`config.mk`:
```
export PLATFORM = sky130hd
export DESIGN_NAME = csidh_isogeny_scheduler_flat
export DESIGN_NICKNAME = d
export VERILOG_FILES = /design/src/rtl/csidh_isogeny_scheduler_if.sv /design/src/rtl/csidh_isogeny_scheduler.sv /design/src/flat_wrapper.sv
export SDC_FILE = /design/constraint.sdc
export NUM_CORES = 2
export LEC_CHECK = 0
export BUFFER_PORTS_ARGS = -buffer_cell sky130_fd_sc_hd__buf_2
export CELL_PAD_IN_SITES_DETAIL_PLACEMENT = 0
export CELL_PAD_IN_SITES_GLOBAL_PLACEMENT = 2
export CORE_MARGIN = 3
export CORE_UTILIZATION = 40
export DETAILED_ROUTE_END_ITERATION = 10
export PLACE_DENSITY_LB_ADDON = 0.1
export SLEW_MARGIN = 15
export SYNTH_ARGS = -nofsm -noshare
export SYNTH_HDL_FRONTEND = slang
export SYNTH_SLANG_ARGS = --single-unit
```
`constraint.sdc`:
```
create_clock -name clk -period 8.4 [get_ports clk]
set_input_delay 0.42 -clock clk [delete_from_list [all_inputs] [get_ports clk]]
set_output_delay 0.42 -clock clk [all_outputs]
set_load 0.1 [all_outputs]
```
`src/rtl/csidh_isogeny_scheduler_if.sv`:
```
// Command/response bus between the CSIDH exponent scheduler and the
// isogeny engine.
//   master (scheduler): drives cmd_valid, cmd_idx, cmd_dir, cmd_dummy,
//                       cmd_round; samples cmd_ready, rsp_valid, rsp_fail
//   slave  (engine)   : the mirror image
// A command transfers on a cycle with cmd_valid & cmd_ready. rsp_valid is a
// one-cycle pulse closing the accepted command; rsp_fail asks for a retry.
interface csidh_isogeny_scheduler_if #(
  parameter int IDX_W = 8
) ();
  logic             cmd_valid;
  logic             cmd_ready;
  logic [IDX_W-1:0] cmd_idx;
  logic             cmd_dir;
  logic             cmd_dummy;
  logic [3:0]       cmd_round;
  logic             rsp_valid;
  logic             rsp_fail;

  modport master (
    output cmd_valid, cmd_idx, cmd_dir, cmd_dummy, cmd_round,
    input  cmd_ready, rsp_valid, rsp_fail
  );

  modport slave (
    input  cmd_valid, cmd_idx, cmd_dir, cmd_dummy, cmd_round,
    output cmd_ready, rsp_valid, rsp_fail
  );
endinterface

```
`src/rtl/csidh_isogeny_scheduler.sv`:
```
// Constant-time exponent scheduler for the CSIDH group action.
// Latches a packed private key of NUM_PRIMES signed E_W-bit exponents,
// range-checks every field, then walks rounds 1..MAX_E over every prime
// index issuing one command per (round, prime). A command is a dummy when
// |e_i| < round, so the command stream and its timing never depend on the key.
// Ports:
//   clk        rising-edge clock
//   rst        asynchronous active-low reset
//   start      one-cycle pulse, honoured only when idle
//   private    packed key, field i = private[i*E_W +: E_W]
//   busy       high whenever not idle
//   done       one-cycle pulse on successful completion
//   key_err    sticky, an exponent is outside -MAX_E..+MAX_E
//   retry_err  sticky, a command failed more than MAX_RETRY times
//   real_cnt   completed non-dummy commands in this run (saturating)
//   eng        command/response bus to the isogeny engine (master side)
module csidh_isogeny_scheduler #(
  parameter int NUM_PRIMES = 130,
  parameter int E_W        = 4,
  parameter int MAX_E      = 5,
  parameter int MAX_RETRY  = 7,
  parameter int IDX_W      = 8
) (
  input  logic                      clk,
  input  logic                      rst,
  input  logic                      start,
  input  logic [NUM_PRIMES*E_W-1:0] private,
  output logic                      busy,
  output logic                      done,
  output logic                      key_err,
  output logic                      retry_err,
  output logic [15:0]               real_cnt,
  csidh_isogeny_scheduler_if.master eng
);

  localparam int RETRY_W = (MAX_RETRY < 1) ? 1 : $clog2(MAX_RETRY + 1);
  // Common width for comparing the (E_W+1)-bit magnitude with the 4-bit round.
  localparam int CMP_W   = E_W + 5;

  localparam logic [IDX_W-1:0]   LAST_IDX   = IDX_W'(NUM_PRIMES - 1);
  localparam logic [E_W:0]       MAX_MAG    = (E_W + 1)'(MAX_E);
  localparam logic [E_W-1:0]     MOST_NEG   = {1'b1, {(E_W - 1){1'b0}}};
  localparam logic [3:0]         LAST_ROUND = 4'(MAX_E);
  localparam logic [RETRY_W-1:0] RETRY_LIM  = RETRY_W'(MAX_RETRY);

  typedef enum logic [2:0] {
    S_IDLE, S_CHECK, S_ISSUE, S_WAIT, S_NEXT, S_DONE, S_FAIL
  } state_t;

  state_t                    state_reg;
  logic [NUM_PRIMES*E_W-1:0] key_q;
  logic [IDX_W-1:0]          idx_reg;
  logic [3:0]                round_reg;
  logic [RETRY_W-1:0]        retry_reg;

  // Unpacked view of the latched key, one entry per prime.
  logic [E_W-1:0] key_field [NUM_PRIMES];

  generate
    for (genvar gi = 0; gi < NUM_PRIMES; gi++) begin : g_field
      assign key_field[gi] = key_q[gi*E_W +: E_W];
    end
  endgenerate

  // |e| in E_W+1 bits so that the most negative field does not wrap.
  function automatic logic [E_W:0] mag_of(input logic [E_W-1:0] f);
    logic [E_W:0] s;
    s = {f[E_W-1], f};
    return f[E_W-1] ? (~s + 1'b1) : s;
  endfunction

  logic             last_idx;
  logic [IDX_W-1:0] nxt_idx;
  logic [3:0]       nxt_round;
  logic [IDX_W-1:0] sel_idx;
  logic [3:0]       sel_round;
  logic [E_W-1:0]   sel_field;
  logic [E_W:0]     sel_mag;
  logic             sel_dir;
  logic             sel_dummy;
  logic [E_W-1:0]   chk_field;
  logic [E_W:0]     chk_mag;
  logic             chk_bad;

  // sel_* is the payload of the command about to be loaded into the output
  // registers: (0,1) when leaving CHECK, the advanced position when leaving
  // NEXT. Retries keep the registered payload untouched.
  always_comb begin
    last_idx  = (idx_reg == LAST_IDX);
    nxt_idx   = last_idx ? '0 : idx_reg + 1'b1;
    nxt_round = last_idx ? round_reg + 4'd1 : round_reg;
    sel_idx   = idx_reg;
    sel_round = round_reg;
    if (state_reg == S_CHECK) begin
      sel_idx   = '0;
      sel_round = 4'd1;
    end else if (state_reg == S_NEXT) begin
      sel_idx   = nxt_idx;
      sel_round = nxt_round;
    end
    sel_field = key_field[sel_idx];
    sel_mag   = mag_of(sel_field);
    sel_dir   = sel_field[E_W-1];
    sel_dummy = CMP_W'(sel_mag) < CMP_W'(sel_round);
    chk_field = key_field[idx_reg];
    chk_mag   = mag_of(chk_field);
    chk_bad   = (chk_field == MOST_NEG) || (chk_mag > MAX_MAG);
  end

  always_ff @(posedge clk or negedge rst) begin
    if (!rst) begin
      state_reg     <= S_IDLE;
      key_q         <= '0;
      idx_reg       <= '0;
      round_reg     <= '0;
      retry_reg     <= '0;
      busy          <= 1'b0;
      done          <= 1'b0;
      key_err       <= 1'b0;
      retry_err     <= 1'b0;
      real_cnt      <= '0;
      eng.cmd_valid <= 1'b0;
      eng.cmd_idx   <= '0;
      eng.cmd_dir   <= 1'b0;
      eng.cmd_dummy <= 1'b0;
      eng.cmd_round <= '0;
    end else begin
      case (state_reg)
        S_IDLE: begin
          done <= 1'b0;
          if (start) begin
            key_q     <= private;
            key_err   <= 1'b0;
            retry_err <= 1'b0;
            real_cnt  <= '0;
            idx_reg   <= '0;
            busy      <= 1'b1;
            state_reg <= S_CHECK;
          end
        end

        S_CHECK: begin
          if (chk_bad) begin
            key_err   <= 1'b1;
            state_reg <= S_FAIL;
          end else if (last_idx) begin
            idx_reg       <= '0;
            round_reg     <= 4'd1;
            retry_reg     <= '0;
            eng.cmd_valid <= 1'b1;
            eng.cmd_idx   <= sel_idx;
            eng.cmd_round <= sel_round;
            eng.cmd_dir   <= sel_dir;
            eng.cmd_dummy <= sel_dummy;
            state_reg     <= S_ISSUE;
          end else begin
            idx_reg <= idx_reg + 1'b1;
          end
        end

        // Payload registers are only written on entry, so they hold while
        // the engine back-pressures.
        S_ISSUE: begin
          if (eng.cmd_ready) begin
            eng.cmd_valid <= 1'b0;
            state_reg     <= S_WAIT;
          end
        end

        S_WAIT: begin
          if (eng.rsp_valid) begin
            if (eng.rsp_fail) begin
              if (retry_reg < RETRY_LIM) begin
                retry_reg     <= retry_reg + 1'b1;
                eng.cmd_valid <= 1'b1;
                state_reg     <= S_ISSUE;
              end else begin
                retry_err <= 1'b1;
                state_reg <= S_FAIL;
              end
            end else begin
              if (!eng.cmd_dummy && (real_cnt != 16'hFFFF)) begin
                real_cnt <= real_cnt + 16'd1;
              end
              retry_reg <= '0;
              state_reg <= S_NEXT;
            end
          end
        end

        S_NEXT: begin
          if (last_idx && (round_reg == LAST_ROUND)) begin
            idx_reg   <= '0;
            done      <= 1'b1;
            state_reg <= S_DONE;
          end else begin
            idx_reg       <= nxt_idx;
            round_reg     <= nxt_round;
            eng.cmd_valid <= 1'b1;
            eng.cmd_idx   <= sel_idx;
            eng.cmd_round <= sel_round;
            eng.cmd_dir   <= sel_dir;
            eng.cmd_dummy <= sel_dummy;
            state_reg     <= S_ISSUE;
          end
        end

        S_DONE: begin
          done      <= 1'b0;
          busy      <= 1'b0;
          state_reg <= S_IDLE;
        end

        S_FAIL: begin
          busy      <= 1'b0;
          state_reg <= S_IDLE;
        end

        default: begin
          busy          <= 1'b0;
          done          <= 1'b0;
          eng.cmd_valid <= 1'b0;
          state_reg     <= S_IDLE;
        end
      endcase
    end
  end

endmodule

```
`src/flat_wrapper.sv`:
```
// flat-port wrapper written by rule: the top's interface ports become plain ports
module csidh_isogeny_scheduler_flat 
#(
  parameter int NUM_PRIMES = 130,
  parameter int E_W        = 4,
  parameter int MAX_E      = 5,
  parameter int MAX_RETRY  = 7,
  parameter int IDX_W      = 8
)
  (clk, rst, start, private, busy, done, key_err, retry_err, real_cnt, eng_cmd_valid, eng_cmd_idx, eng_cmd_dir, eng_cmd_dummy, eng_cmd_round, eng_cmd_ready, eng_rsp_valid, eng_rsp_fail);
  csidh_isogeny_scheduler_if #(.IDX_W(IDX_W)) eng_i ();
  input  logic clk;
  input  logic rst;
  input  logic start;
  input  logic [NUM_PRIMES*E_W-1:0] private;
  output logic busy;
  output logic done;
  output logic key_err;
  output logic retry_err;
  output logic [15:0] real_cnt;
  output wire logic [$bits(eng_i.cmd_valid)-1:0] eng_cmd_valid;
  output wire logic [$bits(eng_i.cmd_idx)-1:0] eng_cmd_idx;
  output wire logic [$bits(eng_i.cmd_dir)-1:0] eng_cmd_dir;
  output wire logic [$bits(eng_i.cmd_dummy)-1:0] eng_cmd_dummy;
  output wire logic [$bits(eng_i.cmd_round)-1:0] eng_cmd_round;
  input wire logic [$bits(eng_i.cmd_ready)-1:0] eng_cmd_ready;
  input wire logic [$bits(eng_i.rsp_valid)-1:0] eng_rsp_valid;
  input wire logic [$bits(eng_i.rsp_fail)-1:0] eng_rsp_fail;
  assign eng_cmd_valid = eng_i.cmd_valid;
  assign eng_cmd_idx = eng_i.cmd_idx;
  assign eng_cmd_dir = eng_i.cmd_dir;
  assign eng_cmd_dummy = eng_i.cmd_dummy;
  assign eng_cmd_round = eng_i.cmd_round;
  assign eng_i.cmd_ready = eng_cmd_ready;
  assign eng_i.rsp_valid = eng_rsp_valid;
  assign eng_i.rsp_fail = eng_rsp_fail;
  csidh_isogeny_scheduler #(.NUM_PRIMES(NUM_PRIMES), .E_W(E_W), .MAX_E(MAX_E), .MAX_RETRY(MAX_RETRY), .IDX_W(IDX_W)) u_core (.clk(clk), .rst(rst), .start(start), .private(private), .busy(busy), .done(done), .key_err(key_err), .retry_err(retry_err), .real_cnt(real_cnt), .eng(eng_i));
endmodule
```
==> flow_summary.json <==
{
  "start_util": 0.404,
  "viasPerCell": 6.15,
  "grt_max_degree": 172,
  "p_leak_uw": 0.0161,
  "area_growth_pct": 19.3,
  "ys_ff_latch": 573,
  "core_mm2": 0.0791,
  "period_share": 0.761,
  "hp-class": "in2reg",
  "synth_area_per_cell_um2": 11.7,
  "worstMarginPinSlew_ns": 1.28,
  "finClkSkew_ns": 0.0244,
  "slew_viol_final": 0,
  "dr.pass1.iters": 5,
  "place_congestion": 0.934,
  "maxCapViolations": 0,
  "cp.arrival_ns": 6.94,
  "drt_wl_total_um": 136000,
  "cts_buffers": 67,
  "syn_inst": 2740,
  "place_area_mm2": 0.0357,
  "seq_area_frac_synth": 0.448,
  "largest_reg_flops": 520,
  "detailedRoute.firstIterationViolations": 2405,
  "p_int_uw": 9080,
  "fp.dieArea_mm2": 0.0834,
  "via_count": 26600,
  "insertedDiodeCount": 0,
  "end_kind": "flop",
  "yosysTopAreaCell": "dfrtp_1",
  "async_flop_share": 1.00,
  "fillerInstances": 7358,
  "synth_edf_count": 0,
  "io_pins": 561,
  "regMostFlops": "u_core.key_q",
  "required_ns": 8.94,
  "final_cell_mix": "dfrtp_1, buf_2, mux2_2, nand2_1, mux2i_1",
  "clock-sinks": 573,
  "fin_nets": 3763,
  "finalInstanceArea_mm2": 0.0382,
  "fmax_ghz": 0.156,
  "status": "finished, final reports clean",
  "die_y_um": 289,
  "synth_top_cells_by_area": "dfrtp_1, mux2_2, mux4_2",
  "grt_pass1_vias": 27100,
  "crit_fanout": 34,
  "yosysWarnings": 0,
  "final.setup.tns_ns": 0,
  "cts_root_buffer": "clkbuf_16",
  "slew_headroom": 0.143,
  "final-hold-violation-count": 0,
  "rsz0062_at_grt": "false",
  "syn_area_mm2": 0.0320,
  "grt_usage": 0.320,
  "port_buffers": 560,
  "crit_type": "reg2reg",
  "period_needed_ns": 6.39,
  "grt_pass1_wl_um": 193000,
  "p_seq_frac": 0.367,
  "dp_worst_setup_slack_ns": 2.16,
  "clock_latency_ns": 0.62,
  "sw_frac_of_total": 0.407,
  "layout_commonest_cell": "dfrtp_1",
  "synth_fp_nets": 3277,
  "synthDominantCellAreaShare": 0.448,
  "wire_per_inst_um": 31.5,
  "antenna_found_initial": 4,
  "power_frac_clock": 0.201,
  "whs_ns": 0.0295,
  "synth_cell_types": 86,
  "drive_gt1_frac": 0.436,
  "dp_hpwl_um": 102000,
  "overflow": 0,
  "pwr-share-comb": 0.431,
  "power_density_mw_per_mm2": 401,
  "drc": 0,
  "cts_buffer_depth": 3,
  "tritoncts": "yes",
  "rows": 103,
  "ant_nets": 0,
  "start_kind": "flop",
  "top_regs": "u_core.key_q (520), u_core.real_cnt (16)",
  "p_sw_uw": 6230,
  "h-tree-depth": 3,
  "setup_viol": 0,
  "synth_flop_cell": "dfrtp_1",
  "cts.clk_slew.worst_paths_ns": 0.06,
  "setup_slack_ns": 2.01,
  "peakVddDrop_uv": 209,
  "dieWidth_um": 289
}
==> per-stage QoR <==
step | total power (µW) | std cells | utilization
floorplan | 9650 | 2740 | -
global placement | 12100 | 4196 | 0.451
detailed placement | 12100 | 4196 | 0.451
CTS | 15300 | 4326 | 0.482
global route | 16000 | 4326 | 0.482
finish | 15300 | 4326 | 0.482
==> path summary, 6_finish.rpt <==
check	from	to	slack, ns	depth (start not counted)
setup / recovery	u_core.idx_reg[0]	u_core.eng.cmd_dummy	2.01	18
hold / removal	private[227]	u_core.key_q[227]	0.03	2
setup reg to reg	u_core.idx_reg[0]	u_core.eng.cmd_dummy	2.01	18
hold reg to reg	u_core.eng.cmd_idx[7]	u_core.eng.cmd_idx[7]	0.49	1
max in group asynchronous	rst	u_core.key_q[106]	6.29	3
min in group asynchronous	rst	u_core.real_cnt[9]	0.51	2
==> worst max-delay path, stage by stage, from the launching register on <==
cell and delay [ns]:
dfrtp_4 0.62, ha_1 0.22, nor4bb_1 0.41, a211o_2 0.67
nand2_4 0.44, nor2_2 0.81, a32o_1 0.34, o21ai_0 0.27
a31oi_1 0.39, nand4_1 0.29, o21ai_0 0.23, nor2b_1 0.18
ha_1 0.15, o21bai_1 0.12, xor2_1 0.18, ha_1 0.27
a21o_1 0.17, a221oi_1 0.28, a31o_1 0.17
==> cell usage after synthesis (28+ instances only) <==
library cell and count:
dfrtp_1 573, mux2_2 553, nand2_1 300, mux2i_1 130
clkbuf_1 110, mux4_2 96, nor2_1 83, a211oi_1 75
and3_1 72, a21oi_1 64, buf_2 64, nand3_1 53
o21ai_0 53, a31oi_1 40, nand4_1 29, o22ai_1 29
nor3_1 28
==> routing by layer <==
| metal | up-vias | GRT usage | routed length, µm |
|---|---|---|---|
| met5 | - | 0 | 9 |
| met1 | 13800 | 0.437 | 57700 |
| met2 | 1185 | 0.524 | 65100 |
| li1 | 11400 | - | - |
| met4 | 2 | 0.0953 | 4100 |
| met3 | 205 | 0.0523 | 9520 |
==> kinds of logic (layout without fill, tap and decap cells) <==
kind of cell,count (synthesis),count (layout),share of synthesized area
adder cells (fa/ha/maj),11,11,0.00430
AND/OR/NAND/NOR,624,624,0.0908
multiplexers,781,781,0.304
buffers and inverters,249,785,0.0376
XOR/XNOR,21,21,0.00575
flip-flops,573,573,0.448
AO/OA/AOI/OAI,481,481,0.110
==> repair_timing <==
item,CTS,global route
hold buffers,11,0
buffers inserted,0,0
gates resized for setup,0,0
endpoints found under the hold margin,123,0
==> area by class of cell <==
class,count,area [µm²],area share
well taps,1050,1310,0.0344
multi-input cells,1918,16500,0.433
repair buffers,640,3530,0.0925
inverters,26,97.6,0.00256
clock inverters,26,369,0.00967
clock buffers,93,1960,0.0513
flip-flops and latches,573,14400,0.376
==> power groups by stage <==
stage	clock (µW)	sequential, µW	combinational, µW
finish	3080	5630	6610
global placement	0	5600	6460
floorplan	0	4980	4660
detailed placement	0	5630	6500
global route	3240	5740	7040
CTS	3140	5590	6540
(Power assumes the default switching activity.)
